===== config.mk =====
export PLATFORM = sky130hd
export DESIGN_NAME = gold_seq_ctrl
export DESIGN_NICKNAME = d
export VERILOG_FILES = /design/src/rtl/gold_seq_pkg.sv /design/src/rtl/gold_word_fifo.sv /design/src/rtl/gold_seq_ctrl.sv
export SDC_FILE = /design/constraint.sdc
export NUM_CORES = 1
export LEC_CHECK = 0
export CORE_MARGIN = 5
export CORE_UTILIZATION = 30
export DETAILED_ROUTE_END_ITERATION = 8
export GPL_TIMING_DRIVEN = 0
export PLACE_DENSITY = 0.57
export SYNTH_ARGS = -nofsm -noshare
export SYNTH_HDL_FRONTEND = slang
export SYNTH_HIERARCHICAL = 1
export SYNTH_SLANG_ARGS = --single-unit

===== constraint.sdc =====
create_clock -name clk -period 5.6 [get_ports clk]
set_input_delay 1.68 -clock clk [delete_from_list [all_inputs] [get_ports clk]]
set_output_delay 1.68 -clock clk [all_outputs]
set_load 0.01 [all_outputs]

===== src/rtl/gold_seq_pkg.sv =====
// rtl/gold_seq_pkg.sv - shared types and constants for the Gold sequence sequencer
package gold_seq_pkg;

  typedef enum logic [1:0] {
    IDLE  = 2'd0,
    LOAD  = 2'd1,
    RUN   = 2'd2,
    DRAIN = 2'd3
  } state_t;

  // Both generators are pre-advanced by this many bits after load.
  localparam int NC_OFFSET = 1600;

  // Fixed x1 seed: x1(0)=1, x1(1..30)=0.
  localparam logic [30:0] X1_INIT = 31'd1;

endpackage


===== src/rtl/gold_word_fifo.sv =====
// rtl/gold_word_fifo.sv - two-entry registered FIFO holding c(n) words plus last flag
module gold_word_fifo #(
  parameter int W = 9
) (
  input  logic         clk,
  input  logic         rst_n,
  input  logic         push_i,
  input  logic [W-1:0] data_i,
  input  logic         pop_i,
  input  logic         flush_i,
  output logic [W-1:0] data_o,
  output logic [1:0]   occ_o
);

  logic [W-1:0] mem_q [2];
  logic         wr_q;
  logic         rd_q;
  logic [1:0]   occ_q;

  // Storage, pointers and occupancy; flush empties the FIFO without touching data.
  always_ff @(posedge clk or negedge rst_n) begin
    if (!rst_n) begin
      mem_q[0] <= '0;
      mem_q[1] <= '0;
      wr_q     <= 1'b0;
      rd_q     <= 1'b0;
      occ_q    <= 2'd0;
    end else if (flush_i) begin
      wr_q  <= 1'b0;
      rd_q  <= 1'b0;
      occ_q <= 2'd0;
    end else begin
      if (push_i) begin
        mem_q[wr_q] <= data_i;
        wr_q        <= ~wr_q;
      end
      if (pop_i) begin
        rd_q <= ~rd_q;
      end
      unique case ({push_i, pop_i})
        2'b10:   occ_q <= occ_q + 2'd1;
        2'b01:   occ_q <= occ_q - 2'd1;
        default: occ_q <= occ_q;
      endcase
    end
  end

  assign data_o = mem_q[rd_q];
  assign occ_o  = occ_q;

  // The sequencer's credit scheme must never push into a full FIFO.
  a_no_overflow : assert property (@(posedge clk) disable iff (!rst_n)
    !(push_i && !pop_i && !flush_i && occ_q == 2'd2));

endmodule


===== src/rtl/gold_seq_ctrl.sv =====
// rtl/gold_seq_ctrl.sv - x1/x2 generator sequencer delivering c(n) words on a valid/ready stream
module gold_seq_ctrl
  import gold_seq_pkg::*;
#(
  parameter int nGenBit = 8,
  parameter int LEN_W   = 16
) (
  input  logic               clk,
  input  logic               rst_n,
  input  logic               i_start,
  input  logic               i_abort,
  input  logic [30:0]        i_c_init,
  input  logic [LEN_W-1:0]   i_num_words,
  output logic               o_busy,
  output logic               o_done,
  output logic               o_x1_load,
  output logic               o_x1_en,
  output logic               o_x2_load,
  output logic               o_x2_en,
  output logic [30:0]        o_x2_init,
  input  logic [nGenBit-1:0] i_x1_bits,
  input  logic [nGenBit-1:0] i_x2_bits,
  output logic [nGenBit-1:0] o_c_bits,
  output logic               o_c_valid,
  input  logic               i_c_ready,
  output logic               o_c_last
);

  state_t             state_q;
  logic [LEN_W-1:0]   num_q;
  logic [LEN_W-1:0]   issued_q;
  logic [LEN_W-1:0]   delivered_q;
  logic [30:0]        c_init_q;
  logic               load_q;
  logic               done_q;
  logic               inflight_q;

  logic [1:0]         occ;
  logic               pop;
  logic               en;
  logic               flush;
  logic               push;
  logic [2:0]         credit;
  logic [LEN_W:0]     idx_in;
  logic               last_in;
  logic [nGenBit-1:0] fifo_bits;
  logic               fifo_last;

  // Generator enable is combinational on ready so a 2-entry FIFO sustains one word per cycle.
  always_comb begin
    pop     = o_c_valid && i_c_ready;
    flush   = i_abort && (state_q != IDLE);
    push    = inflight_q && !flush;
    credit  = {1'b0, occ} + {2'b00, inflight_q} - {2'b00, pop};
    en      = (state_q == RUN) && !i_abort && (issued_q < num_q) && (credit < 3'd2);
    // Index of the word being pushed = words already popped + words still queued.
    idx_in  = {1'b0, delivered_q} + {{(LEN_W-1){1'b0}}, occ};
    last_in = (idx_in == ({1'b0, num_q} - (LEN_W+1)'(1)));
  end

  // Control FSM with registered load/done pulses and request counters.
  always_ff @(posedge clk or negedge rst_n) begin
    if (!rst_n) begin
      state_q     <= IDLE;
      num_q       <= '0;
      issued_q    <= '0;
      delivered_q <= '0;
      c_init_q    <= '0;
      load_q      <= 1'b0;
      done_q      <= 1'b0;
      inflight_q  <= 1'b0;
    end else begin
      load_q     <= 1'b0;
      done_q     <= 1'b0;
      inflight_q <= en;
      if (en) begin
        issued_q <= issued_q + LEN_W'(1);
      end
      if (pop) begin
        delivered_q <= delivered_q + LEN_W'(1);
      end
      unique case (state_q)
        IDLE: begin
          if (i_start && !i_abort) begin
            num_q       <= i_num_words;
            c_init_q    <= i_c_init;
            issued_q    <= '0;
            delivered_q <= '0;
            if (i_num_words == '0) begin
              done_q <= 1'b1;
            end else begin
              state_q <= LOAD;
              load_q  <= 1'b1;
            end
          end
        end
        LOAD: state_q <= RUN;
        RUN: begin
          if (en && (issued_q == num_q - LEN_W'(1))) begin
            state_q <= DRAIN;
          end
        end
        DRAIN: begin
          if (pop && fifo_last) begin
            state_q <= IDLE;
            done_q  <= 1'b1;
          end
        end
        default: state_q <= IDLE;
      endcase
      if (flush) begin
        state_q     <= IDLE;
        issued_q    <= '0;
        delivered_q <= '0;
        inflight_q  <= 1'b0;
        load_q      <= 1'b0;
        done_q      <= 1'b0;
      end
    end
  end

  gold_word_fifo #(
    .W (nGenBit + 1)
  ) u_fifo (
    .clk     (clk),
    .rst_n   (rst_n),
    .push_i  (push),
    .data_i  ({last_in, i_x1_bits ^ i_x2_bits}),
    .pop_i   (pop),
    .flush_i (flush),
    .data_o  ({fifo_last, fifo_bits}),
    .occ_o   (occ)
  );

  assign o_busy    = (state_q != IDLE);
  assign o_done    = done_q;
  assign o_x1_load = load_q;
  assign o_x2_load = load_q;
  assign o_x1_en   = en;
  assign o_x2_en   = en;
  assign o_x2_init = c_init_q;
  assign o_c_valid = (occ != 2'd0);
  assign o_c_bits  = fifo_bits;
  assign o_c_last  = o_c_valid && fifo_last;

endmodule

---- Word level (Yosys, flattened, before mapping) ----
Cells that the tools add are included.
word-level totals
  logic and storage cells ................. 103
  output and inout bits ................... 47
  bits in registers ....................... 106
  input bits .............................. 68
cells by class
  bitwise gates (word level) .............. 6
  muxes and demuxes ....................... 36
  add/subtract/negate cells ............... 9
  magnitude comparators ................... 5
  reduce and logical (&&, ||, !) cells .... 23
  eq/ne operators ......................... 11
operator list
  cell                                                                  number
  16-bit 2-to-1 mux                                                     8
  9-bit 2-to-1 mux                                                      4
  16-bit by 1-bit adder with 16-bit output, second input constant       2
  18-bit bitwise mux                                                    1
  16-bit by 2-bit adder with 17-bit output                              1
  17-bit == test                                                        1
  16-bit by 1-bit subtractor with 17-bit output, second input constant  1
  16-bit == test                                                        1
  16-bit zero test                                                      1
  16-bit less-than comparator                                           1
  16-bit by 1-bit subtractor with 16-bit output, second input constant  1
  1-bit 2-to-1 mux                                                      13
  2-bit 2-to-1 mux                                                      6
  1-bit logical AND                                                     11
  9-bit demux with 1-bit select                                         1
  3-bit inequality test, second input constant                          3
  2-bit one-hot mux with 4 select lines                                 1
  2-bit nonzero test                                                    4
  8-bit XOR                                                             1
  2-bit == test, second input constant                                  3
  2-bit by 1-bit == test with 1-bit output, second input constant       2
  2-bit >= comparator, second input constant                            2
  1-bit inverter with 2-bit output                                      2
  2-bit one-hot mux with 2 select lines                                 1
  14 further kinds                                                      18

---- Depth between registers and ports, before layout ----
  word-level depth ........................ 9
  gate-level depth with buffers ........... 14
  mapped depth without buffers ............ 13

---- By module ----
The synthesis kept the hierarchy.
modules (own cells, without submodules)
  module          seq. area each (um2)  cells an instance  area an instance (um2)  times used
  gold_seq_ctrl   2102.0                543                5373.9                  1
  gold_word_fifo  550.5                 66                 1036.0                  1

---- Least setup slack after synthesis ----
Ideal clock, no wire load.
  kind .................................... input to output
  start ................................... in i_c_ready
  end ..................................... out o_x2_en
  stages on the path ...................... 12
  buffers on the path ..................... 2
  path slack .............................. -0.169 ns
  data required time ...................... 3.920 ns
  arrival ................................. 4.089 ns
  cells stage by stage .................... o21ai_0 inv_1 ha_1 nor2b_1 fa_1 nor2_1 nand4_1 a21oi_1 o21ai_0 inv_1 buf_1 buf_4
on the way
  word-level cells in the longest chain between the ends .. 4
RTL lines
  item                                                   line                 RTL
  from (decl)                                            gold_seq_ctrl.sv:25  input logic i_c_ready,
  1-bit logical AND                                      gold_seq_ctrl.sv:51  pop = o_c_valid && i_c_ready;
  net pop                                                gold_seq_ctrl.sv:39  logic pop;
  3-bit by 1-bit subtractor with 3-bit output            gold_seq_ctrl.sv:54  credit = {1'b0, occ} + {2'b00, inflight_q} - {2'b00, pop};
  3-bit by 2-bit less-than comparator with 1-bit output  gold_seq_ctrl.sv:55  en = (state_q == RUN) && !i_abort && (issued_q < num_q) && (credit < 3'd2);
  1-bit logical AND                                      gold_seq_ctrl.sv:55
  to (decl)                                              gold_seq_ctrl.sv:19  output logic o_x2_en,
The timed path passes the listed nets, and every way through them passes these cells.

---- Final worst setup path ----
Same ends and word-level chain as after synthesis.

==> results.toml <==
[run_status]
status = "completed"

[drt]
drt_pass1_iterations = 4
wl_per_cell_um = 15.86
via_count = 4914
drc = 0
ant_nets = 0
drt_iter0_markers = 264
drt-total-wl_mm = 16.23
drt-vias-per-instance = 4.804

[setup_path]
worst_setup_path_start_kind = "input port"
path_delay_family = "buffers and inverters"
cp-end-kind = "primary output"
crit_arrival_ns = 3.78
ff2ff_setup_slack_ns = 1.97
worstRegToRegCells = 12
r2r-end = "state_q[0]"
cp_max_fo = 3
critical_path_class = "input port to primary output"
cp_cell_sequence = "buf_2 -> o21ai_2 -> inv_2 -> ha_4 -> nor2b_2 -> fa_1 -> nor2_1 -> nand4_1 -> a21oi_2 -> o21ai_4 -> inv_2 -> buf_8 -> buf_4 -> clkdlybuf4s15_2"
cpMaxStageDelayCell = "fa_1"
crit_buf_inv = 6
max_stage_delay_ns = 0.42
r2r-start = "num_q[0]"
cp.required_ns = 3.92
path_common_cell = "inv_2"

[min_path]
min_to = "u_fifo/mem_q[1]"
min_from = "u_fifo/mem_q[1]"
hold_path.class = "register to register"
whs_path_depth = 1

[clocking]
htreeDepth = 3
path_clk_slew_ns = 0.07
cts_tree = "done"
clk_path_buf_depth = 2
cts.sinks = 106
cts_buffers = 9
clk_latency_ns = 0.36
ctsHoldBuffers = 0
cts_root_buf = "clkbuf_16"

[sta]
setup_viol = 0
max_freq_mhz = 183.1
finClkSkew_ns = 0.01214
worstMarginPinSlew_ns = 0.6900
rsz0062_at_grt = "false"
relSlewSlack = 0.5358
period_minus_slack_ns = 5.463
finalMaxSlewViolations = 0
fin_crit_sh = 0.9755
hold_violations = 0

[global_routing]
grt_pass1_wl_mm = 26.25
grt-ovfl-total = 0
grt_max_degree = 68
grt_pass1_vias = 4930
antenna_found_initial = 0
grt_usage = 0.1350

[yosys]
synth_ff_type = "dfrtp_1"
ys_seq_area_frac = 0.4138
synthMuxAreaShare = 0.1384
ys_async_sr_fraction = 1.000
post-synth-top-count-cell = "dfrtp_1"
synth_top_family_by_area = "simple AND/OR/NAND/NOR gates"
synth_top_cell_by_area = "dfrtp_1"
synth-simple-area-share = 0.1593
synth_compound_gate_area_share = 0.05583
syn_nets = 704
yosys_warnings = 6
synth_top_area_frac = 0.4138
synth-seq-cells = 106
synth_xor_area_frac = 0.1298
synthTopCellsByArea = "dfrtp_1 41%, mux2_2 11%, xnor2_1 7.4%, xor2_1 5.6%, ha_1 4.9%"
synth_edf_count = 0
syn_area_per_cell_um2 = 10.53
synth-adder-area-share = 0.05505
synth_common_cells = "106 x dfrtp_1, 65 x mux2_2, 54 x xnor2_1"
syn_area_um2 = 6410
syn_inst = 609
synth_cell_types = 62

[cells_and_area]
post-route-util = 0.3948
diodes = 0
stdcell_area_um2 = 8299
area_growth_pct = 29.47
nNetsFinal = 838
layout-drive-gt1-share = 0.1725

[floorplan]
initial_core_util = 0.3049
pin_count = 115
dieArea_um2 = 24390
num_rows = 53
die-height_um = 156.2
core_um2 = 21020
die_width_um = 156.2

[power_and_ir_drop]
peakVddDrop_mv = 0.2268
power.density_nw_per_um2 = 428.2
p_leak_nw = 3.604

[placement]
gp_congestion = 0.8654
placed_area_um2 = 7921
hpwl_mm = 12.31
io_buffers = 114

[job]
max_cap_viol_count = 0
[cell families (layout without fill, tap and decap cells)]
group	Yosys count	in the layout
fa+ha+maj	27	27
xor+xnor	95	95
compound gates	53	53
buf+inv	66	205
mux	76	76
flops	106	106
simple gates	186	186
[worst max-delay path by stage]
stage,cells past startpoint,end,start,slack (ns)
finish,14,o_x2_en,i_c_ready,0.14
global route,14,o_x2_en,i_c_ready,0.003
CTS,14,o_x2_en,i_c_ready,0.07
detailed placement,14,o_x2_en,i_c_ready,-1.82
global placement,14,o_x2_en,i_c_ready,-1.80
floorplan,12,o_x2_en,i_c_ready,0.02
[worst reg2reg max path: stages, from the launching register on]
cell and delay, ns:
dfrtp_1 0.49, inv_1 0.10, ha_1 0.19, or4b_1 0.44, buf_2 0.18, or4_1 0.53
buf_2 0.17, xor2_1 0.13, o21ai_1 0.08, or4_1 0.49, o41ai_2 0.41, nand2_1 0.14
a22oi_1 0.21
[layout make-up]
| class | instances | area [um2] |
|---|---|---|
| Inverter | 35 | 131.4 |
| Buffer | 31 | 186.4 |
| Clock inverter | 5 | 46.29 |
| Sequential cell | 106 | 2653 |
| Timing Repair Buffer | 123 | 1221 |
| Fill cell | 2093 | 12720 |
| Clock buffer | 11 | 232.7 |
| Multi-Input combinational cell | 437 | 3485 |
| Tap cell | 275 | 344.1 |
[per-layer routing]
metal,up-vias,share of wire,track usage
li1,2382,-,-
met1,2377,0.44,0.1737
met2,128,0.46,0.2123
met3,27,0.067,0.04272
met4,0,0.029,0.05207
met5,-,0,0
[layout by cell type, fill, tap and decap left out, types with 4 or more instances in the layout]
master / Yosys / final
and3_1: 14 / 14
nor3_1: 9 / 9
nor2b_1: 5 / 4
or4_1: 5 / 5
xor2_1: 41 / 41
buf_4: 4 / 13
dfrtp_1: 106 / 106
nor3b_1: 4 / 4
xnor2_1: 54 / 54
nor2_1: 49 / 49
clkbuf_1: 11 / 13
a21oi_1: 13 / 12
o21ai_0: 13 / 11
buf_1: 6 / 5
nand3_1: 25 / 25
buf_2: 4 / 5
nand4_1: 13 / 13
a21o_1: 5 / 5
inv_1: 35 / 33
mux2_4: 9 / 9
clkdlybuf4s50_1: 0 / 110
clkbuf_16: 0 / 9
nor4_1: 10 / 10
and2_1: 4 / 4
mux2_2: 65 / 65
nand2_1: 24 / 24
ha_1: 25 / 24
[sequential cells by signal, indices dropped and copies added, names as in the netlist]
signal        cells
u_fifo/occ_o      2
o_x2_init        31
num_q            16
u_fifo/wr_q       1
o_x1_load         1
o_done            1
delivered_q      16
u_fifo/rd_q       1
issued_q         16
u_fifo/mem_q     18
state_q           2
inflight_q        1
[per-stage QoR]
stage | worst slack, ns | instances | hold WS [ns] | setup TNS [ns] | power [mW]
finish | 0.1372 | 1023 | 0.5025 | 0 | 3.554
global route | 0.003309 | 1023 | 0.5221 | 0 | 3.813
CTS | 0.06686 | 1021 | 0.5071 | 0 | 3.581
detailed placement | -1.823 | 999 | 0.4908 | -3.554 | 2.924
global placement | -1.799 | 998 | 0.4813 | -155.85 | 2.915
floorplan | 0.01766 | 609 | 0.4736 | 0 | 2.243
[report_power, final]
group,switching (mW),internal (mW),total [mW]
Combinational,0.800,0.920,1.72
Clock,0.310,0.310,0.620
Sequential,0.200,1.01,1.21
Total,1.31,2.24,3.55
[repair_timing]
item	CTS	global route
resized for setup	20	1
buffers inserted	6	2
gates cloned	0	0
pin swaps	1	2
setup endpoints to repair	2	2
Note: power is estimated with default switching activity, not from simulation.
